===== src/rtl/asm_alu_pkg.sv =====
`default_nettype none
// ============================================================================
// Module      : asm_alu_pkg
// Description : Opcodes, FSM state encoding and reserved-op mask shared by the
//               two-register execution unit and its combinational datapath.
// Revision    : 1.0 - initial release
// ============================================================================
package asm_alu_pkg;

    localparam logic [3:0] OP_NOP    = 4'h0;
    localparam logic [3:0] OP_MOV_AB = 4'h1;
    localparam logic [3:0] OP_MOV_BA = 4'h2;
    localparam logic [3:0] OP_LD_AX  = 4'h3;
    localparam logic [3:0] OP_LD_BX  = 4'h4;
    localparam logic [3:0] OP_ADD    = 4'h5;
    localparam logic [3:0] OP_SUB    = 4'h6;
    localparam logic [3:0] OP_AND    = 4'h7;
    localparam logic [3:0] OP_OR     = 4'h8;
    localparam logic [3:0] OP_XOR    = 4'h9;
    localparam logic [3:0] OP_NOT    = 4'hA;
    localparam logic [3:0] OP_XCHG   = 4'hB;
    localparam logic [3:0] OP_SHL    = 4'hC;
    localparam logic [3:0] OP_SHR    = 4'hD;

    // One bit per opcode value; set bits are reserved encodings (1110, 1111).
    localparam logic [15:0] OP_RSVD_MASK = 16'hC000;

    typedef enum logic [0:0] {
        ST_IDLE  = 1'b0,
        ST_SHIFT = 1'b1
    } state_t;

endpackage
`default_nettype wire


===== src/rtl/asm_alu_comb.sv =====
`default_nettype none
// ============================================================================
// Module      : asm_alu_comb
// Description : Single-cycle result of one opcode: next AX/BX, flags and the
//               reserved-opcode indication. Multi-step shifts live in the top.
// Revision    : 1.0 - initial release
// ============================================================================
module asm_alu_comb
    import asm_alu_pkg::*;
#(
    parameter int WIDTH = 3
) (
    input  logic [3:0]       kop,
    input  logic [WIDTH-1:0] imm,
    input  logic [WIDTH-1:0] ax,
    input  logic [WIDTH-1:0] bx,
    output logic [WIDTH-1:0] new_ax,
    output logic [WIDTH-1:0] new_bx,
    output logic             zf,
    output logic             cf,
    output logic             upd_flags,
    output logic             ill
);

    logic [WIDTH:0] w_sum;

    assign w_sum = {1'b0, ax} + {1'b0, bx};

    always_comb begin
        new_ax    = ax;
        new_bx    = bx;
        cf        = 1'b0;
        upd_flags = 1'b0;
        case (kop)
            OP_MOV_AB: new_ax = bx;
            OP_MOV_BA: new_bx = ax;
            OP_LD_AX:  new_ax = imm;
            OP_LD_BX:  new_bx = imm;
            OP_ADD: begin
                new_ax    = w_sum[WIDTH-1:0];
                cf        = w_sum[WIDTH];
                upd_flags = 1'b1;
            end
            OP_SUB: begin
                new_ax    = ax - bx;
                cf        = (ax < bx);
                upd_flags = 1'b1;
            end
            OP_AND: begin
                new_ax    = ax & bx;
                upd_flags = 1'b1;
            end
            OP_OR: begin
                new_ax    = ax | bx;
                upd_flags = 1'b1;
            end
            OP_XOR: begin
                new_ax    = ax ^ bx;
                upd_flags = 1'b1;
            end
            OP_NOT: begin
                new_ax    = ~ax;
                upd_flags = 1'b1;
            end
            OP_XCHG: begin
                new_ax = bx;
                new_bx = ax;
            end
            // Only the zero-count shift is resolved here: AX kept, cf cleared.
            OP_SHL, OP_SHR: upd_flags = 1'b1;
            default: ;
        endcase
    end

    assign zf  = (new_ax == '0);
    assign ill = OP_RSVD_MASK[kop];

endmodule
`default_nettype wire


===== src/rtl/asm_reg_alu.sv =====
`default_nettype none
// ============================================================================
// Module      : asm_reg_alu
// Description : Two-register (AX/BX) execution unit with ZF/CF flags, a
//               valid/ready opcode handshake and multi-cycle shifts.
// Revision    : 1.0 - initial release
// ============================================================================
module asm_reg_alu
    import asm_alu_pkg::*;
#(
    parameter int WIDTH = 3
) (
    input  logic             clk,
    input  logic             rst_n,
    input  logic [3:0]       kop,
    input  logic [WIDTH-1:0] imm,
    input  logic             kop_valid,
    output logic             kop_ready,
    output logic [WIDTH-1:0] ax,
    output logic [WIDTH-1:0] bx,
    output logic             zf,
    output logic             cf,
    output logic             done,
    output logic             ill
);

    localparam int SHW = $clog2(WIDTH);

    state_t           r_state;
    logic [SHW-1:0]   r_cnt;
    logic             r_dir_left;
    logic [WIDTH-1:0] r_ax;
    logic [WIDTH-1:0] r_bx;
    logic             r_zf;
    logic             r_cf;
    logic             r_done;
    logic             r_ill;

    logic [WIDTH-1:0] w_new_ax;
    logic [WIDTH-1:0] w_new_bx;
    logic             w_zf;
    logic             w_cf;
    logic             w_upd_flags;
    logic             w_ill;
    logic             w_accept;
    logic             w_start_shift;
    logic [SHW-1:0]   w_n;
    logic [WIDTH-1:0] w_sh_ax;
    logic             w_sh_out;

    asm_alu_comb #(
        .WIDTH(WIDTH)
    ) u_comb (
        .kop       (kop),
        .imm       (imm),
        .ax        (r_ax),
        .bx        (r_bx),
        .new_ax    (w_new_ax),
        .new_bx    (w_new_bx),
        .zf        (w_zf),
        .cf        (w_cf),
        .upd_flags (w_upd_flags),
        .ill       (w_ill)
    );

    assign w_accept      = kop_valid && (r_state == ST_IDLE);
    assign w_n           = r_bx[SHW-1:0];
    assign w_start_shift = w_accept && ((kop == OP_SHL) || (kop == OP_SHR)) && (w_n != '0);

    // One shift step; the bit leaving AX becomes the carry.
    assign w_sh_ax  = r_dir_left ? {r_ax[WIDTH-2:0], 1'b0} : {1'b0, r_ax[WIDTH-1:1]};
    assign w_sh_out = r_dir_left ? r_ax[WIDTH-1] : r_ax[0];

    always_ff @(posedge clk or negedge rst_n) begin
        if (!rst_n) begin
            r_state    <= ST_IDLE;
            r_cnt      <= '0;
            r_dir_left <= 1'b0;
            r_ax       <= '0;
            r_bx       <= '0;
            r_zf       <= 1'b0;
            r_cf       <= 1'b0;
            r_done     <= 1'b0;
            r_ill      <= 1'b0;
        end else begin
            r_done <= 1'b0;
            r_ill  <= 1'b0;
            case (r_state)
                ST_IDLE: begin
                    if (w_start_shift) begin
                        r_state    <= ST_SHIFT;
                        r_cnt      <= w_n;
                        r_dir_left <= (kop == OP_SHL);
                    end else if (w_accept) begin
                        r_ax   <= w_new_ax;
                        r_bx   <= w_new_bx;
                        r_done <= 1'b1;
                        r_ill  <= w_ill;
                        if (w_upd_flags) begin
                            r_zf <= w_zf;
                            r_cf <= w_cf;
                        end
                    end
                end
                ST_SHIFT: begin
                    r_ax  <= w_sh_ax;
                    r_cf  <= w_sh_out;
                    r_cnt <= r_cnt - SHW'(1);
                    if (r_cnt == SHW'(1)) begin
                        r_state <= ST_IDLE;
                        r_zf    <= (w_sh_ax == '0);
                        r_done  <= 1'b1;
                    end
                end
                default: r_state <= ST_IDLE;
            endcase
        end
    end

    assign kop_ready = (r_state == ST_IDLE);
    assign ax        = r_ax;
    assign bx        = r_bx;
    assign zf        = r_zf;
    assign cf        = r_cf;
    assign done      = r_done;
    assign ill       = r_ill;

endmodule
`default_nettype wire


===== config.mk =====
export PLATFORM = sky130hd
export DESIGN_NAME = asm_reg_alu
export DESIGN_NICKNAME = d
export VERILOG_FILES = /design/src/rtl/asm_alu_pkg.sv /design/src/rtl/asm_alu_comb.sv /design/src/rtl/asm_reg_alu.sv
export SDC_FILE = /design/constraint.sdc
export NUM_CORES = 1
export LEC_CHECK = 0
export CORE_UTILIZATION = 35
export CTS_BUF_LIST = sky130_fd_sc_hd__clkbuf_8 sky130_fd_sc_hd__clkbuf_16
export CTS_CLUSTER_DIAMETER = 200
export DETAILED_ROUTE_END_ITERATION = 8
export GPL_TIMING_DRIVEN = 0
export SETUP_SLACK_MARGIN = 0.5
export SYNTH_ARGS = -nofsm -noshare
export SYNTH_HDL_FRONTEND = slang
export SYNTH_SLANG_ARGS = --single-unit

===== constraint.sdc =====
create_clock -name clk -period 6.4 [get_ports clk]
set_clock_uncertainty 0.2 [all_clocks]
set_input_delay 1.6 -clock clk [delete_from_list [all_inputs] [get_ports clk]]
set_output_delay 1.6 -clock clk [all_outputs]
set_load 0.03 [all_outputs]

== Yosys cells after proc, flatten, opt, wreduce, memory -nomap -nowiden ==
Memories as Yosys holds them, arrays and structs flattened.
Cells that the tools add are included.
Storage, ports and cells
  bits in registers: 14
  memory bits (read-only): 16
  word-level logic and storage cells: 87
  memories: 1
Memory list
  (name not given): words 16, width 1, rd ports 1, clocked after Yosys merged registers in 0, write ports 0, RTL line asm_alu_comb.sv:76  | assign ill = OP_RSVD_MASK[kop];
Cells by class
  add/subtract/negate cells: 3
  $lt $le $gt $ge: 2
  eq/ne operators: 19
  muxes and demuxes: 31
  bitwise operators: 6
  reduce and logical (&&, ||, !) cells: 16
Operator list (count)
  $eq A4 B4 Y1 const B: 6
  $pmux W3 S8: 1
  $mux W1: 18
  $eq A4 B3 Y1 const B: 4
  $pmux W3 S2: 2
  $pmux W1 S2: 5
  $mux W3: 3
  $eq A4 B2 Y1 const B: 2
  $ne A2 B1 Y1 const B: 4
  $reduce_and A4 Y1: 2
  $reduce_or A8 Y1: 1
  $logic_not A3 Y1: 2
  $lt A4 B5 Y1 const B: 1
  $add A3 B3 Y4: 1
  $eq A4 B1 Y1 const B: 1
  $pmux W2 S2: 1
  $reduce_and A2 Y1: 2
  $reduce_bool A2 Y1: 2
  $reduce_or A2 Y1: 2
  $and A3 B3 Y3: 1
  $logic_and A1 B1 Y1: 3
  $lt A3 B3 Y1: 1
  $not A3 Y3: 1
  $or A3 B3 Y3: 1
  other kinds (9): 10

== Depth between registers and ports, before layout ==
Gate-level depths: netlist (run 1).
  word-level depth: 8
  depth in mapped cells: 10

== Hierarchy ==
Synthesis (run 1) repeated with hierarchy kept, for this count alone.
Unflattened totals
  cell total of the unflattened synthesis: 159
  area, all modules: 1390.1 um2
By module, submodules not included
  asm_alu_comb: instances 1, cells each 103, area each 711.9 um2, seq. area each 0.0 um2
  asm_reg_alu: instances 1, cells each 56, area each 678.2 um2, seq. area each 350.3 um2

== Least setup slack after synthesis (run 1) ==
Ideal clock, no wire load.
  path type: in2reg
  from: input port kop[0]
  to: register r_zf, in the netlist zf
  arrival: 2873 ps
  required time: 6120 ps
  setup slack: 3247 ps
  stages on the path: 7
  cells stage by stage: buf_4 nand2b_1 o221a_2 o22ai_1 o2bb2ai_1 or3b_1 o211ai_2
On the way
  longest elaborated chain between the ends: 8
  elaborated cells on any way between the ends: 26
  classes of those cells: eq/ne: 13; mux: 6; reduce/logical: 7
Ends and longest elaborated chain
  start, declared: RTL line asm_reg_alu.sv:15  | input logic [3:0] kop,
  $eq A4 B1 Y1 / $eq A4 B4 Y1 (equally long branches): RTL line asm_alu_comb.sv:34  | case (kop)
  $reduce_or A2 Y1 (no line)
  $pmux W3 S8: RTL line asm_alu_comb.sv:34
  $logic_not A3 Y1: RTL line asm_alu_comb.sv:75  | assign zf = (new_ax == '0);
  $mux W1: RTL line asm_reg_alu.sv:99  | if (w_upd_flags) begin
  $mux W1: RTL line asm_reg_alu.sv:94  | end else if (w_accept) begin
  $mux W1: RTL line asm_reg_alu.sv:90  | if (w_start_shift) begin
  $pmux W1 S2: RTL line asm_reg_alu.sv:88  | case (r_state)
  end signal, assigned: RTL line asm_reg_alu.sv:100  | r_zf <= w_zf;
  end signal, assigned: RTL line asm_reg_alu.sv:111  | r_zf <= (w_sh_ax == '0);
  end, declared: RTL line asm_reg_alu.sv:34  | logic r_zf;
Parallel ways exist; a longest one is shown, timed or not. The select of a mux whose other input is x is not followed.
A chain may end at the register's enable or synchronous reset.

== Worst setup path in the final report (run 1) ==
  from: input port kop[3]
  to: register r_zf, in the netlist zf
The elaborated chain is that of the path after synthesis.

==> results of run 1 <==
==> power by group through the flow <==
stage	Clock [µW]	Sequential [µW]	Combinational, µW
detailed placement	0	180	375
CTS	89.8	179	377
finish	87.9	180	377
floorplan	0	211	217
global route	93.4	188	417
global placement	0	180	370
==> logic make-up (layout without fill, tap and decap cells) <==
group                      Yosys count  count (layout)
buffers and inverters               22              44
and+or+nand+nor                     57              57
adders and majority gates           12              12
muxes                                6               6
AOI/OAI and AO/OA                   58              58
DFF                                 14              14
xor gates and xnor gates             4               4
==> layer usage <==
metal	GRT usage, %	up-vias	wire length (µm)
li1	-	659	-
met1	26.7	636	1750
met2	30.4	44	1670
met3	2.43	4	195
met4	5.43	0	55
met5	0	-	0
==> worst reg2reg max path, delay by kind of cell (launching register included) <==
| family | cells | cell delay, ps |
|---|---|---|
| AO/OA/AOI/OAI | 5 | 1000 |
| XOR/XNOR | 1 | 150 |
| adder cells (fa/ha/maj) | 2 | 590 |
| buffers and inverters | 2 | 260 |
| flip-flops | 1 | 480 |
==> registers in the layout, indices dropped and copies added, names as in the netlist <==
signal	flops
ax	3
bx	3
r_cnt	2
cf	1
done	1
ill	1
r_dir_left	1
r_state	1
zf	1
==> cell type report <==
class	count	area, µm²
repair buffers	18	180
well taps	48	60.1
clock buffers	4	55.1
multi-input cells	137	922
inverters	12	45.0
flip-flops and latches	14	350
plain buffers	10	87.6
fillers	397	2040
==> metrics by stage <==
stage	total power [µW]	cell area (µm²)
after global placement	549	1650
final	645	1700
after floorplan	428	1410
after detailed placement	555	1650
after global routing	698	1700
after CTS	646	1700
==> layout by cell type (no fill, tap or decap), drive strengths merged, types with 2 or more instances in the layout <==
| cell type | instances |
|---|---|
| and2 | 2 |
| buf | 9 |
| nor2 | 15 |
| nand2 | 16 |
| nand3 | 2 |
| a221oi | 3 |
| o22ai | 6 |
| inv | 12 |
| nor2b | 4 |
| a211oi | 4 |
| nor3 | 7 |
| fa | 2 |
| or2b | 4 |
| a21oi | 13 |
| dfrtp | 14 |
| mux2i | 5 |
| o211ai | 3 |
| o21a | 2 |
| nand2b | 4 |
| clkdlybuf4s50 | 18 |
| clkbuf | 5 |
| ha | 10 |
| xnor2 | 2 |
| xor2 | 2 |
| o21ai | 17 |
==> synth_stat cells (4+ instances only) <==
master / number / area [µm²]
nand2_1: 16 / 60.1
o21ai_0: 16 / 80.1
nor2_1: 15 / 56.3
dfrtp_1: 14 / 350
a21oi_1: 13 / 65.1
inv_1: 12 / 45.0
ha_1: 10 / 125
nor3_1: 7 / 35.0
o22ai_1: 6 / 37.5
mux2i_1: 5 / 50.1
buf_4: 4 / 30.0
nand2b_1: 4 / 25.0
nor2b_1: 4 / 25.0
==> worst max path at each step <==
stage,start,end,slack (ps),cells after the start
after floorplan,kop[0],zf,3250,7
after global placement,kop[3],zf,2570,8
after detailed placement,kop[3],zf,2510,8
after CTS,kop[3],zf,2770,8
after global routing,kop[3],zf,2660,8
final,kop[3],zf,2770,8
==> results.tsv, run 1 <==
stage	metric	value	unit
synthesis	synthArstFlopShare	100	%
pwr	peakVddDrop	0.195	mV
outcome	status	complete, no violations	
global_routing	antenna_found_initial	0	
cells_and_area	diodes	0	
pwr	p_clk_share	13.6	%
pwr	leakage	0.000721	µW
pwr	p_int	341	µW
min_path	holdPathStages	1	
floorplanning	dieArea	0.00427	mm²
floorplanning	row_count	22	
setup_path	critical-path-slowest-cell	clkdlybuf4s50_1	
cells_and_area	drive_gt1_share	9.74	%
clocking	worstSkewPairLatency	250	ps
floorplanning	initial_core_util	37.5	%
setup_path	worst_r2r_path_depth	10	
drt	first_pass_iters	4	
synthesis	yosysUniqueCellTypes	45	
min_path	hp-start	r_cnt[0]	
placement	place_ws	2510	ps
drt	ant_nets	0	
setup_path	crit_fanout	10	
setup_path	timing.rr.start	ax[0]	
setup_path	r2r-end	ax[2]	
pwr	p_per_area	380	mW/mm²
clocking	hold_buffers	0	
synthesis	synth_simple_gate_area_share	19.9	%
synthesis	synth_area_per_cell	8.12	µm²
timing	hold_ws	288	ps
drt	drt-total-wl	3670	µm
synthesis	synth_ff_type	dfrtp_1	
floorplanning	core	0.00374	mm²
setup_path	worstSetupEndpointType	flip-flop	
cells_and_area	nets	218	
synthesis	syn-num-nets	195	
pwr	p_sw	304	µW
setup_path	crit_buf_inv	2	
floorplanning	ioPinCount	21	
floorplanning	die_h	65.4	µm
synthesis	yosys_warnings	0	
drt	drc_errors	0	
cells_and_area	area_growth	21.0	%
synthesis	synthMuxAreaShare	4.36	%
timing	final_hold_viol_count	0	
pwr	swShare	47.1	%
synthesis	synth_top_family_by_area	compound AO/OA/AOI/OAI gates	
pwr	p_comb_share	58.5	%
placement	portBuffers	18	
global_routing	grt_max_degree	15	
setup_path	crit_arrival	3610	ps
global_routing	grt-ovfl-total	0	
clocking	clk_pin_slew	60	ps
clocking	cts_setup_buffers	0	
drt	vias_per_cell	5.53	
synthesis	synth_compound_area_share	27.2	%
timing	max_clock_freq	0.275	GHz
timing	finalSetupViolCount	0	
setup_path	rrSetupSlack	3620	ps
timing	fin_ws	2770	ps
placement	place.gp.congestion	0.841	
global_routing	grt_pass1_vias	1281	
placement	dp_cells	239	
drt	wl_per_cell	15.1	µm
timing	worstMarginPinSlew	663	ps
pwr	seqPwrFrac	27.9	%
cells_and_area	post-route-util	45.4	%
clocking	htreeDepth	1	
global_routing	grt_pass1_wl	6300	µm
clocking	cts_root_buf	clkbuf_8	
min_path	whs_endpoint	r_cnt[0]	
synthesis	synthesis.area	0.00141	mm²
setup_path	crit_type	in2reg	
clocking	clock_sinks	14	
placement	hpwl	2800	µm
synthesis	seq_area_frac_synth	24.9	%
setup_path	worstSetupStartpointType	input port	
timing	fin_crit	3630	ps
clocking	ctsResizeCount	0	
clocking	cts.path.max_buffers	2	
floorplanning	die_w	65.4	µm
job	cap_violations	0	
min_path	hp-class	reg2reg	
setup_path	cp_top_family	buffers and inverters	
timing	maxSlewViolCount	0	
global_routing	grt_use_total	19.1	%
setup_path	cp_cell_sequence	clkdlybuf4s50_1 > buf_6 > mux2i_1 > nor2_1 > a221oi_1 > o221ai_1 > or3b_1 > o211ai_2	
setup_path	max_stage_delay	570	ps
synthesis	ys_seq_elements	14	
drt	vias	1343	
synthesis	synthAdderAreaFrac	11.8	%
timing	rsz0062_at_grt	false	
clocking	cts_tree	built	
timing	fin_setup_tns	0	ps
synthesis	synth_xor_area_share	2.49	%
timing	slew_headroom	55.7	%
clocking	cts_buffers	3	
setup_path	timing.critical_path.required	6370	ps
synthesis	syn_inst	173	
synthesis	synth_edf_count	0	
cells_and_area	finalNonFillerCells	243	
timing	min_period_over_period	56.8	%
drt	dr.first_iter.drc_count	77	
(Power assumes the default switching activity.)
==> run 2, diff against run 1 <==
clock period = 2.9 ns   (was 6.4 ns; I/O delays follow)
==> run 2 against run 1 <==
Net effect:
- via count grew 3.9%
- critical path depth grew 1
- flip-flop and latch count is the same
- die area is the same
- cell area grew 8.2%
- total power grew 140%
- sequential share of layout area shrank 1.2 points
- critical endpoint unchanged
- clock power grew 120%
- cell count grew 3.7%
- first-iteration DRC count shrank 6.5%
- largest power group unchanged
- routed wire length grew 3.2%
- hold slack gained 7.7 ps
==> results.tsv, run 2 (synthesized netlist as in run 1, its figures left out) <==
stage	metric	value	unit	change
setup_path	cp_cell_sequence	ha_4 > inv_2 > fa_2 > inv_1 > o22ai_1 > a211oi_2 > o221ai_2 > or3b_1 > o211ai_2		
cells_and_area	multiInputGateArea	980	µm²	+6.2%
clocking	clk_pin_slew	60	ps	about the same
setup_path	max_stage_delay	480	ps	-90 ps
cells_and_area	regArea	357	µm²	+1.8%
setup_path	crit_start	bx[0]		
cells_and_area	layout_common_cells	nand2_1 (16), o21ai_0 (16), nor2_1 (15), a21oi_1 (13), clkdlybuf4s50_1 (13)		
cells_and_area	finalNonFillerCells	252		+3.7%
timing	finalSetupViolCount	0		unchanged
clocking	cts_root_buf	clkbuf_8		
global_routing	grt_max_degree	15		unchanged
setup_path	worstSetupEndpointType	flip-flop		
drt	dr.first_iter.drc_count	72		-6.5%
clocking	cts_buffers	3		unchanged
clocking	cts.path.max_buffers	2		unchanged
cells_and_area	diodes	0		unchanged
floorplanning	ioPinCount	21		unchanged
timing	worstMarginPinSlew	649	ps	-13.5 ps
clocking	clock_sinks	14		unchanged
setup_path	timing.rr.start	bx[0]		
outcome	status	complete, no violations		
drt	ant_nets	0		unchanged
cells_and_area	area_growth	31.0	%	
setup_path	crit_fanout	7		-3
clocking	worstSkewPairLatency	250	ps	about the same
global_routing	antenna_found_initial	0		unchanged
drt	first_pass_iters	4		unchanged
drt	wl_per_cell	15.0	µm	-0.45%
drt	drc_errors	0		unchanged
timing	max_clock_freq	0.412	GHz	
setup_path	crit_arrival	2400	ps	-1210 ps
cells_and_area	nets	227		+4.1%
cells_and_area	post-route-util	49.2	%	+3.7 points
global_routing	grt-ovfl-total	0		unchanged
placement	hpwl	2830	µm	+1.3%
floorplanning	row_count	22		unchanged
min_path	hp-class	reg2reg		
timing	slew_headroom	56.6	%	+0.90 points
placement	portBuffers	18		unchanged
placement	place.gp.congestion	0.883		+5.0%
clocking	htreeDepth	1		unchanged
cells_and_area	drive_gt1_share	21.6	%	+12 points
global_routing	grt.met3_usage	2.78	%	+0.35 points
job	cap_violations	0		unchanged
global_routing	grt_pass1_wl	6320	µm	+0.33%
floorplanning	die_h	65.4	µm	unchanged
setup_path	critical-path-slowest-cell	dfrtp_2		
setup_path	timing.critical_path.required	2870	ps	-3500 ps
timing	rsz0062_at_grt	true		
global_routing	use_met2	32.0	%	+1.5 points
global_routing	grt_use_total	19.3	%	+0.26 points
clocking	hold_buffers	0		unchanged
global_routing	grt_pass1_vias	1304		+1.8%
cells_and_area	final_cell_area	0.00184	mm²	+8.2%
drt	vias	1396		+3.9%
timing	maxSlewViolCount	0		unchanged
global_routing	met1_usage	26.2	%	-0.53 points
pwr	p_per_area	859	mW/mm²	+130%
cells_and_area	fill_cells	390		-1.8%
floorplanning	initial_core_util	37.5	%	unchanged
floorplanning	core	0.00374	mm²	unchanged
drt	vias_per_cell	5.54		+0.23%
pwr	peakVddDrop	0.398	mV	+100%
timing	min_period_over_period	83.7	%	
drt	drt-total-wl	3790	µm	+3.2%
floorplanning	dieArea	0.00427	mm²	unchanged
clocking	cts_tree	built		
pwr	leakage	0.000779	µW	+7.9%
floorplanning	die_w	65.4	µm	unchanged
timing	fin_crit	2430	ps	
setup_path	worstSetupStartpointType	flip-flop		
placement	dp_cells	239		unchanged
placement	placed_cell_area	0.00168	mm²	+2.2%
timing	fin_setup_tns	0	ps	unchanged
global_routing	grt.busiest_layer	met2		
timing	final_hold_viol_count	0		unchanged
min_path	hp-start	r_cnt[0]		
setup_path	crit_type	reg2reg		
## run 2: changes by cell type in the layout (fill, tap and decap cells not counted), moves of 2 or more
cell | before | now
buf_4 | 4 | 12
clkdlybuf4s50_1 | 18 | 13
dfrtp_1 | 14 | 9
dfrtp_2 | 0 | 5
dlygate4sd2_1 | 0 | 3
ha_1 | 10 | 8
ha_4 | 0 | 2
inv_1 | 12 | 9
## run 2: worst paths after layout
path / endpoint / slack (ps) / depth (start not counted)
min in group asynchronous: cf / 680 / 1
max reg2reg: zf / 470 / 9
max in group asynchronous: bx[0] / 1360 / 1
min: r_cnt[0] / 300 / 1
min reg2reg: r_cnt[0] / 300 / 1
max: zf / 470 / 9
## run 2: worst max-delay path, delay by kind of cell, from the launching register on
family | cells | cell delay [ps]
DFF | 1 | 480
and+or+nand+nor | 1 | 380
buffers and inverters | 2 | 110
AOI/OAI and AO/OA | 4 | 580
adders and majority gates | 2 | 610
## run 2: cell type report
cell class | count | share of cell area (%)
sequential | 14 | 19.4
clock buffer | 4 | 2.99
tap | 48 | 3.26
buffer | 10 | 4.96
multi-input combinational | 137 | 53.2
timing repair buffer | 27 | 13.4
inverter | 12 | 2.79
## run 2: metal layers
metal  vias to the layer above  wire length [µm]
li1                        679                 -
met1                       659              1740
met2                        52              1830
met3                         6               195
met4                         0                32
met5                         -                 0
## run 2: repair_timing
action	in CTS	in global routing
pin swaps	4	5
resized for setup	7	9
setup endpoints to repair	8	3
buffers inserted	4	5
## run 2: where the power goes
group / internal [µW] / switching [µW] / leakage [µW]
registers: 277 / 109 / 0.000169
logic: 460 / 544 / 0.000581
clock network: 120 / 70.9 / 0.0000288
## run 2: metrics by stage
stage | power [µW] | worst slack [ps] | hold slack (ps)
final | 1580 | 473 | 295
after global routing | 1700 | 338 | 302
after CTS | 1490 | 438 | 293
after detailed placement | 1250 | -62.6 | 285
after global placement | 1240 | -76.1 | 268
after floorplan | 971 | 474 | 229
